==> src/rtl/sigmoid_pipe_if.sv <==
// Ready/valid handshake bundle for sigmoid_pipe: sample in, result out.
// The producer/consumer side uses the master modport, the pipe uses slave.
interface sigmoid_pipe_if #(
    parameter int IW = 8,
    parameter int OW = 16
);
    logic          i_in_valid;
    logic          o_in_ready;
    logic [IW-1:0] i_x;
    logic          i_mode;
    logic [OW-1:0] o_y;
    logic          o_out_valid;
    logic          i_out_ready;

    modport master (
        output i_in_valid, i_x, i_mode, i_out_ready,
        input  o_in_ready, o_y, o_out_valid
    );

    modport slave (
        input  i_in_valid, i_x, i_mode, i_out_ready,
        output o_in_ready, o_y, o_out_valid
    );
endinterface

==> src/rtl/sigmoid_pipe.sv <==
// Three-stage piecewise-linear sigmoid (optional tanh) with ready/valid flow control.
// Define SIGMOID_TANH_EN to build the i_mode-selected tanh path.
module sigmoid_pipe #(
    parameter int IW = 8,
    parameter int OW = 16
) (
    input  logic          clk,
    input  logic          rst,
    sigmoid_pipe_if.slave bus,
    output logic [50:0]   number
);
    localparam int FW  = IW - 3;
    localparam int PW  = FW + 5;
    localparam int AW  = IW - 1;
    localparam logic [AW-1:0] A_MAX  = '1;
    localparam logic [PW-1:0] P_HALF = PW'(1) << (PW - 1);
    localparam logic [PW-1:0] P_R1   = PW'(5) << (FW + 2);
    localparam logic [PW-1:0] P_R2   = PW'(27) << FW;

    // Transistor counts of the standard cells this block is built from.
    localparam int T_IV  = 2;
    localparam int T_ND2 = 4;
    localparam int T_ND3 = 6;
    localparam int T_AN2 = 6;
    localparam int T_MUX = 12;
    localparam int T_HA  = 14;
    localparam int T_FA  = 28;
    localparam int T_FD2 = 36;

    localparam int N_FF_BASE = 3 + AW + 2 + 1 + PW + 1 + OW;
    localparam int T_BASE =
        N_FF_BASE * (T_FD2 + T_MUX)
      + IW * (T_IV + T_HA + T_MUX) + AW * T_MUX + (T_IV + T_AN2)
      + PW * (2 * T_MUX + T_FA)
      + OW * (T_IV + T_HA + T_MUX)
      + (T_IV + T_ND2) + (2 * T_IV + T_ND3);

    typedef enum logic [1:0] {
        REG_R0,
        REG_R1,
        REG_R2
    } region_e;

    logic          advance;
    logic          v1_q, v1_d, v2_q, v2_d, v3_q, v3_d;
    logic [AW-1:0] s1_a_q, s1_a_d;
    region_e       s1_reg_q, s1_reg_d;
    logic          s1_neg_q, s1_neg_d;
    logic [PW-1:0] s2_p_q, s2_p_d;
    logic          s2_neg_q, s2_neg_d;
    logic [OW-1:0] y_q, y_d;

    logic [IW-1:0] x_abs;
    logic [AW-1:0] a_sat, a_new;
    logic [OW-1:0] p_code, y_sig, y_new;

`ifdef SIGMOID_TANH_EN
    localparam int T_TANH = 2 * (T_FD2 + T_MUX) + AW * 2 * T_MUX + T_IV + T_MUX;
    logic s1_mode_q, s1_mode_d, s2_mode_q, s2_mode_d;
`else
    localparam int T_TANH = 0;
    logic mode_unused;
    assign mode_unused = bus.i_mode;
`endif

    assign number = 51'(T_BASE + T_TANH);

    // A full output slot that is not being drained freezes every stage.
    assign advance         = !v3_q || bus.i_out_ready;
    assign bus.o_in_ready  = rst || advance;
    assign bus.o_out_valid = v3_q;
    assign bus.o_y         = y_q;

    // Stage 1: magnitude with -4 clamp, optional doubling, region decode.
    always_comb begin
        // NOTE: every always_comb output gets a value on every path, so no latch is inferred.
        x_abs = bus.i_x[IW-1] ? -bus.i_x : bus.i_x;
        a_sat = x_abs[IW-1] ? A_MAX : x_abs[AW-1:0];
        a_new = a_sat;
`ifdef SIGMOID_TANH_EN
        if (bus.i_mode) a_new = a_sat[AW-1] ? A_MAX : {a_sat[AW-2:0], 1'b0};
`endif
        s1_a_d   = s1_a_q;
        s1_reg_d = s1_reg_q;
        s1_neg_d = s1_neg_q;
`ifdef SIGMOID_TANH_EN
        s1_mode_d = s1_mode_q;
`endif
        if (advance) begin
            s1_a_d   = a_new;
            s1_reg_d = a_new[AW-1] ? REG_R2 : (a_new[AW-2] ? REG_R1 : REG_R0);
            s1_neg_d = bus.i_x[IW-1];
`ifdef SIGMOID_TANH_EN
            s1_mode_d = bus.i_mode;
`endif
        end
    end

    // Stage 2: segment slope is a pure shift, offset a constant add.
    always_comb begin
        s2_p_d   = s2_p_q;
        s2_neg_d = s2_neg_q;
`ifdef SIGMOID_TANH_EN
        s2_mode_d = s2_mode_q;
`endif
        if (advance) begin
            case (s1_reg_q)
                REG_R0:  s2_p_d = {s1_a_q, 3'b000} + P_HALF;
                REG_R1:  s2_p_d = {1'b0, s1_a_q, 2'b00} + P_R1;
                default: s2_p_d = PW'(s1_a_q) + P_R2;
            endcase
            s2_neg_d = s1_neg_q;
`ifdef SIGMOID_TANH_EN
            s2_mode_d = s1_mode_q;
`endif
        end
    end

    generate
        if (OW > PW) begin : g_pad
            assign p_code = {s2_p_q, {(OW - PW){1'b0}}};
        end else begin : g_trunc
            assign p_code = s2_p_q[PW-1 -: OW];
        end
    endgenerate

    // Stage 3: reflect for negative inputs; tanh re-centres by flipping the MSB.
    always_comb begin
        y_sig = s2_neg_q ? -p_code : p_code;
        y_new = y_sig;
`ifdef SIGMOID_TANH_EN
        if (s2_mode_q) y_new = {~y_sig[OW-1], y_sig[OW-2:0]};
`endif
        y_d  = advance ? y_new : y_q;
        v1_d = advance ? bus.i_in_valid : v1_q;
        v2_d = advance ? v1_q : v2_q;
        v3_d = advance ? v2_q : v3_q;
    end

    always_ff @(posedge clk) begin
        if (rst) begin
            v1_q <= 1'b0;
            v2_q <= 1'b0;
            v3_q <= 1'b0;
            y_q  <= '0;
        end else begin
            v1_q <= v1_d;
            v2_q <= v2_d;
            v3_q <= v3_d;
            y_q  <= y_d;
        end
    end

    // NOTE: data stages carry no reset; their contents only matter behind a set valid bit.
    always_ff @(posedge clk) begin
        s1_a_q   <= s1_a_d;
        s1_reg_q <= s1_reg_d;
        s1_neg_q <= s1_neg_d;
        s2_p_q   <= s2_p_d;
        s2_neg_q <= s2_neg_d;
`ifdef SIGMOID_TANH_EN
        s1_mode_q <= s1_mode_d;
        s2_mode_q <= s2_mode_d;
`endif
    end
endmodule

==> src/flat_wrapper.sv <==
// flat-port wrapper written by rule: the top's interface ports become plain ports
module sigmoid_pipe_flat 
#(
    parameter int IW = 8,
    parameter int OW = 16
)
  (clk, rst, number, bus_i_in_valid, bus_i_x, bus_i_mode, bus_i_out_ready, bus_o_in_ready, bus_o_y, bus_o_out_valid);
  sigmoid_pipe_if #(.IW(IW), .OW(OW)) bus_i ();
  input  logic clk;
  input  logic rst;
  output logic [50:0] number;
  input wire logic [$bits(bus_i.i_in_valid)-1:0] bus_i_in_valid;
  input wire logic [$bits(bus_i.i_x)-1:0] bus_i_x;
  input wire logic [$bits(bus_i.i_mode)-1:0] bus_i_mode;
  input wire logic [$bits(bus_i.i_out_ready)-1:0] bus_i_out_ready;
  output wire logic [$bits(bus_i.o_in_ready)-1:0] bus_o_in_ready;
  output wire logic [$bits(bus_i.o_y)-1:0] bus_o_y;
  output wire logic [$bits(bus_i.o_out_valid)-1:0] bus_o_out_valid;
  assign bus_i.i_in_valid = bus_i_in_valid;
  assign bus_i.i_x = bus_i_x;
  assign bus_i.i_mode = bus_i_mode;
  assign bus_i.i_out_ready = bus_i_out_ready;
  assign bus_o_in_ready = bus_i.o_in_ready;
  assign bus_o_y = bus_i.o_y;
  assign bus_o_out_valid = bus_i.o_out_valid;
  sigmoid_pipe #(.IW(IW), .OW(OW)) u_core (.clk(clk), .rst(rst), .bus(bus_i), .number(number));
endmodule
==> config.mk <==
export PLATFORM = sky130hd
export DESIGN_NAME = sigmoid_pipe_flat
export DESIGN_NICKNAME = d
export VERILOG_FILES = /design/src/rtl/sigmoid_pipe_if.sv /design/src/rtl/sigmoid_pipe.sv /design/src/flat_wrapper.sv
export SDC_FILE = /design/constraint.sdc
export NUM_CORES = 1
export LEC_CHECK = 0
export ABC_CLOCK_PERIOD_IN_PS = 3300
export BUFFER_PORTS_ARGS = -buffer_cell sky130_fd_sc_hd__buf_4
export CAP_MARGIN = 20
export CORE_MARGIN = 8
export CORE_UTILIZATION = 25
export DETAILED_ROUTE_END_ITERATION = 10
export SETUP_SLACK_MARGIN = 0.2
export SKIP_CTS_REPAIR_TIMING = 1
export SLEW_MARGIN = 20
export SYNTH_ARGS = -nofsm -noshare
export SYNTH_HDL_FRONTEND = slang
export SYNTH_SLANG_ARGS = --single-unit
==> constraint.sdc <==
create_clock -name clk -period 3.3 [get_ports clk]
set_input_delay 0.33 -clock clk [delete_from_list [all_inputs] [get_ports clk]]
set_output_delay 0.33 -clock clk [all_outputs]
set_load 0.02 [all_outputs]
==> results_dict.tcl <==
set metrics [dict create \
    firstDrtPassIters 4 \
    worst-path-buf-inv 3 \
    placement.setup.worst_slack_ns 1.180 \
    postRouteAntennaNets 0 \
    detailroute.via_count 1409 \
    placed_area_sq_mm 0.002185 \
    syn_avg_cell_area_sq_um 9.172 \
    maxSlewHeadroom_pct 55.69 \
    sequential_cell_area_sq_um 890.9 \
    diodes 0 \
    p_int_uw 732.3 \
    timing.hold.worst_path_depth 2 \
    globalRoute.totalOverflow 0 \
    via_density_per_instance 3.947 \
    synth.distinct_cells 40 \
    outcome "finished, final reports clean" \
    gr-usage-all-layers_pct 6.245 \
    die_w_microns 108.5 \
    final_hold_viol_count 0 \
    crit_required_ns 2.97 \
    share_seq_of_total_power_pct 51.5 \
    buffer_ports.inserted 23 \
    final_common_cell "sky130_fd_sc_hd__conb_1" \
    grt_max_degree 40 \
    worst_setup_path_end_kind "primary output" \
    drive_above_1_share_pct 13.10 \
    fin_worst_skew_ns 0.006560 \
    min-delay-path-class "in2reg" \
    synth_flop_cell "sky130_fd_sc_hd__edfxtp_1" \
    finalSetupViolCount 0 \
    cts_buffers 5 \
    postRouteWirelength_microns 3703 \
    p_sw_uw 333.0 \
    comb_power_share_pct 22.4 \
    dr.first_iter.drc_count 49 \
    ys_seq_elements 34 \
    totalPowerFinal_uw 1065 \
    fill_cells 907 \
    cp_slowest_cell "sky130_fd_sc_hd__nor2b_1" \
    peak_clock_frequency_supported_by_timing_ghz 0.4348 \
    start_kind "flip-flop" \
    grt_antenna_before_repair 0 \
    mappedNetlistArea_sq_mm 0.002137 \
    syn_to_final_growth_pct 5.913 \
    globalplace.congestion 0.7617 \
    ys_seq_area_share_pct 41.69 \
    num_io_pins 82 \
    setup_ws_ns 1.000 \
    grt_pass1_vias 1382 \
    grt_setup_unrepaired "no" \
    remaining_drc_errors 0 \
    r2r-start "u_core.bus.o_out_valid" \
    path_depth 5 \
    clock_sink_count 34 \
    finalWorstPathRequiredPeriod_ns 2.300 \
    setup-tns-final_ns 0 \
    fin_crit_sh_pct 69.69 \
    cts_tree "built" \
    area_of_the_multi_input_gates_sq_um 952.2 \
    nets 269 \
    final.hold.worst_slack_ns 0.3048 \
    die_y_microns 108.5 \
    p_sw_share_pct 31.26 \
    detailed_place_hpwl_microns 2909 \
    wire_length_of_the_first_global_routing_pass_microns 6037 \
    synth_edf_count 21 \
    h-tree-depth 2 \
    placement_rows 33 \
    power.density_mw_per_mm2 470.7 \
    crit_chain "nor2b_1 > inv_2 > nor2_1 > inv_1 > buf_4" \
    power.share.clock_pct 26.2 \
    layout.cells.most_common_list "sky130_fd_sc_hd__conb_1 (57), sky130_fd_sc_hd__nand2_1 (25), sky130_fd_sc_hd__buf_4 (23)" \
    max_slew.worst_pin.slew_ns 0.6637 \
    wire_length_per_cell_after_detailed_routing_microns 10.37 \
    vdd.ir_drop.worst_mv 0.1767 \
    final_area_sq_mm 0.002263 \
    cts_buffer_depth 2 \
    cts_root_buf "sky130_fd_sc_hd__clkbuf_8" \
    crit_arrival_ns 1.97 \
    die-area_sq_mm 0.01176 \
    worstSetupPathType "reg2out" \
    worst_path_dominant_cell_family "simple AND/OR/NAND/NOR gates" \
    insertion_delay_ns 0.28 \
    worstHoldStart "rst" \
    async_reset_ff_share_pct 0 \
    worst_setup_hold_path_clk_slew_ns 0.06 \
    crit_start "u_core.bus.o_out_valid" \
    cellLeakagePower_uw 0.0009610 \
    core_sq_mm 0.008258 \
    effective_utilization_at_floorplan_pct 25.88 \
    path_max_fanout 39 \
    maxCapViolCount 0 \
    max_stage_delay_ns 0.47 \
    timing_max_transition_violations_final 0 \
    number_of_warnings_reported_in_the_yosys_synthesis_log 0 \
    worstRegToRegCells 5 \
    netlist_instances 233 \
]
## sequential cells by signal (all words and copies together), names as in the netlist
register	cells
u_core.bus.o_out_valid	1
u_core.bus.o_y	10
u_core.s1_a_q	7
u_core.s1_neg_q	1
u_core.s1_reg_q	2
u_core.s2_neg_q	1
u_core.s2_p_q	10
u_core.v1_q	1
u_core.v2_q	1
## worst paths after layout
check,to,slack (ns)
hold reg to reg,u_core.s2_neg_q,0.43
hold / removal,u_core.bus.o_y[7],0.30
setup reg to reg,u_core.bus.o_y[15],1.53
setup / recovery,bus_o_in_ready,1.00
## power groups by stage
stage	Sequential, uW	Combinational [uW]	Clock (uW)
final	548	238	279
after global placement	556	231	0
after global routing	557	261	307
after floorplan	565	210	0
after detailed placement	558	237	0
after CTS	549	237	289
## layer usage
layer	track usage, %	vias to the layer above	part of all wire, %
met5	0	-	0
met4	2.053	0	0.51
met3	2.736	2	7.1
met2	9.983	62	44
met1	7.337	622	48
li1	-	723	-
## worst reg2reg max path, cell delays in order, from the launching register on
cell                      delay, ns
sky130_fd_sc_hd__dfxtp_1       0.32
sky130_fd_sc_hd__nor2b_1       0.47
sky130_fd_sc_hd__inv_2         0.43
sky130_fd_sc_hd__and4_1        0.33
sky130_fd_sc_hd__nand2_1       0.06
sky130_fd_sc_hd__nand3_1       0.05
## cells in the mapped netlist (2+ instances only)
cell type | number | area share (%)
sky130_fd_sc_hd__buf_4 | 57 | 20
sky130_fd_sc_hd__nand2_1 | 25 | 4.4
sky130_fd_sc_hd__edfxtp_1 | 21 | 30
sky130_fd_sc_hd__a21oi_1 | 13 | 3.0
sky130_fd_sc_hd__dfxtp_1 | 13 | 12
sky130_fd_sc_hd__o21ai_0 | 11 | 2.6
sky130_fd_sc_hd__inv_1 | 9 | 1.6
sky130_fd_sc_hd__nor2_1 | 8 | 1.4
sky130_fd_sc_hd__a211oi_1 | 7 | 2.5
sky130_fd_sc_hd__clkbuf_1 | 7 | 1.2
sky130_fd_sc_hd__nor2b_1 | 7 | 2.0
sky130_fd_sc_hd__xor2_1 | 6 | 2.5
sky130_fd_sc_hd__ha_1 | 4 | 2.3
sky130_fd_sc_hd__o41ai_1 | 4 | 1.6
sky130_fd_sc_hd__a31oi_1 | 3 | 0.88
sky130_fd_sc_hd__mux2i_1 | 3 | 1.4
sky130_fd_sc_hd__o21ai_1 | 3 | 0.70
sky130_fd_sc_hd__and2_1 | 2 | 0.59
sky130_fd_sc_hd__conb_1 | 2 | 0.35
sky130_fd_sc_hd__nand2b_1 | 2 | 0.59
sky130_fd_sc_hd__nand3_1 | 2 | 0.47
sky130_fd_sc_hd__nor3_1 | 2 | 0.47
sky130_fd_sc_hd__nor4_1 | 2 | 0.59
sky130_fd_sc_hd__o211ai_1 | 2 | 0.70
sky130_fd_sc_hd__o31ai_1 | 2 | 0.70
sky130_fd_sc_hd__xnor2_1 | 2 | 0.82
## kinds of logic (layout without fill, tap and decap cells)
group	Yosys count	after routing	synth area share, %
AOI/OAI and AO/OA	47	47	13.47
xor gates and xnor gates	8	8	3.279
adders and majority gates	4	4	2.342
buffers and inverters	76	40	23.42
DFF	34	34	41.69
muxes	3	3	1.405
other	2	57	0.3514
and+or+nand+nor	59	59	14.05
## per-stage QoR
step	utilization, %	instances
floorplan	-	288
global placement	26.45	350
detailed placement	26.45	350
CTS	27.41	357
global route	27.41	357
finish	27.41	357
## layout make-up
class                           count  share of cell area, %
Clock buffer                        5                  3.040
Inverter                           10                  1.658
Multi-Input combinational cell    178                  42.07
Tap cell                          105                  5.804
Clock inverter                      2                 0.4422
Sequential cell                    34                  39.36
Timing Repair Buffer               23                  7.629
Power figures use the tool's default switching activity.
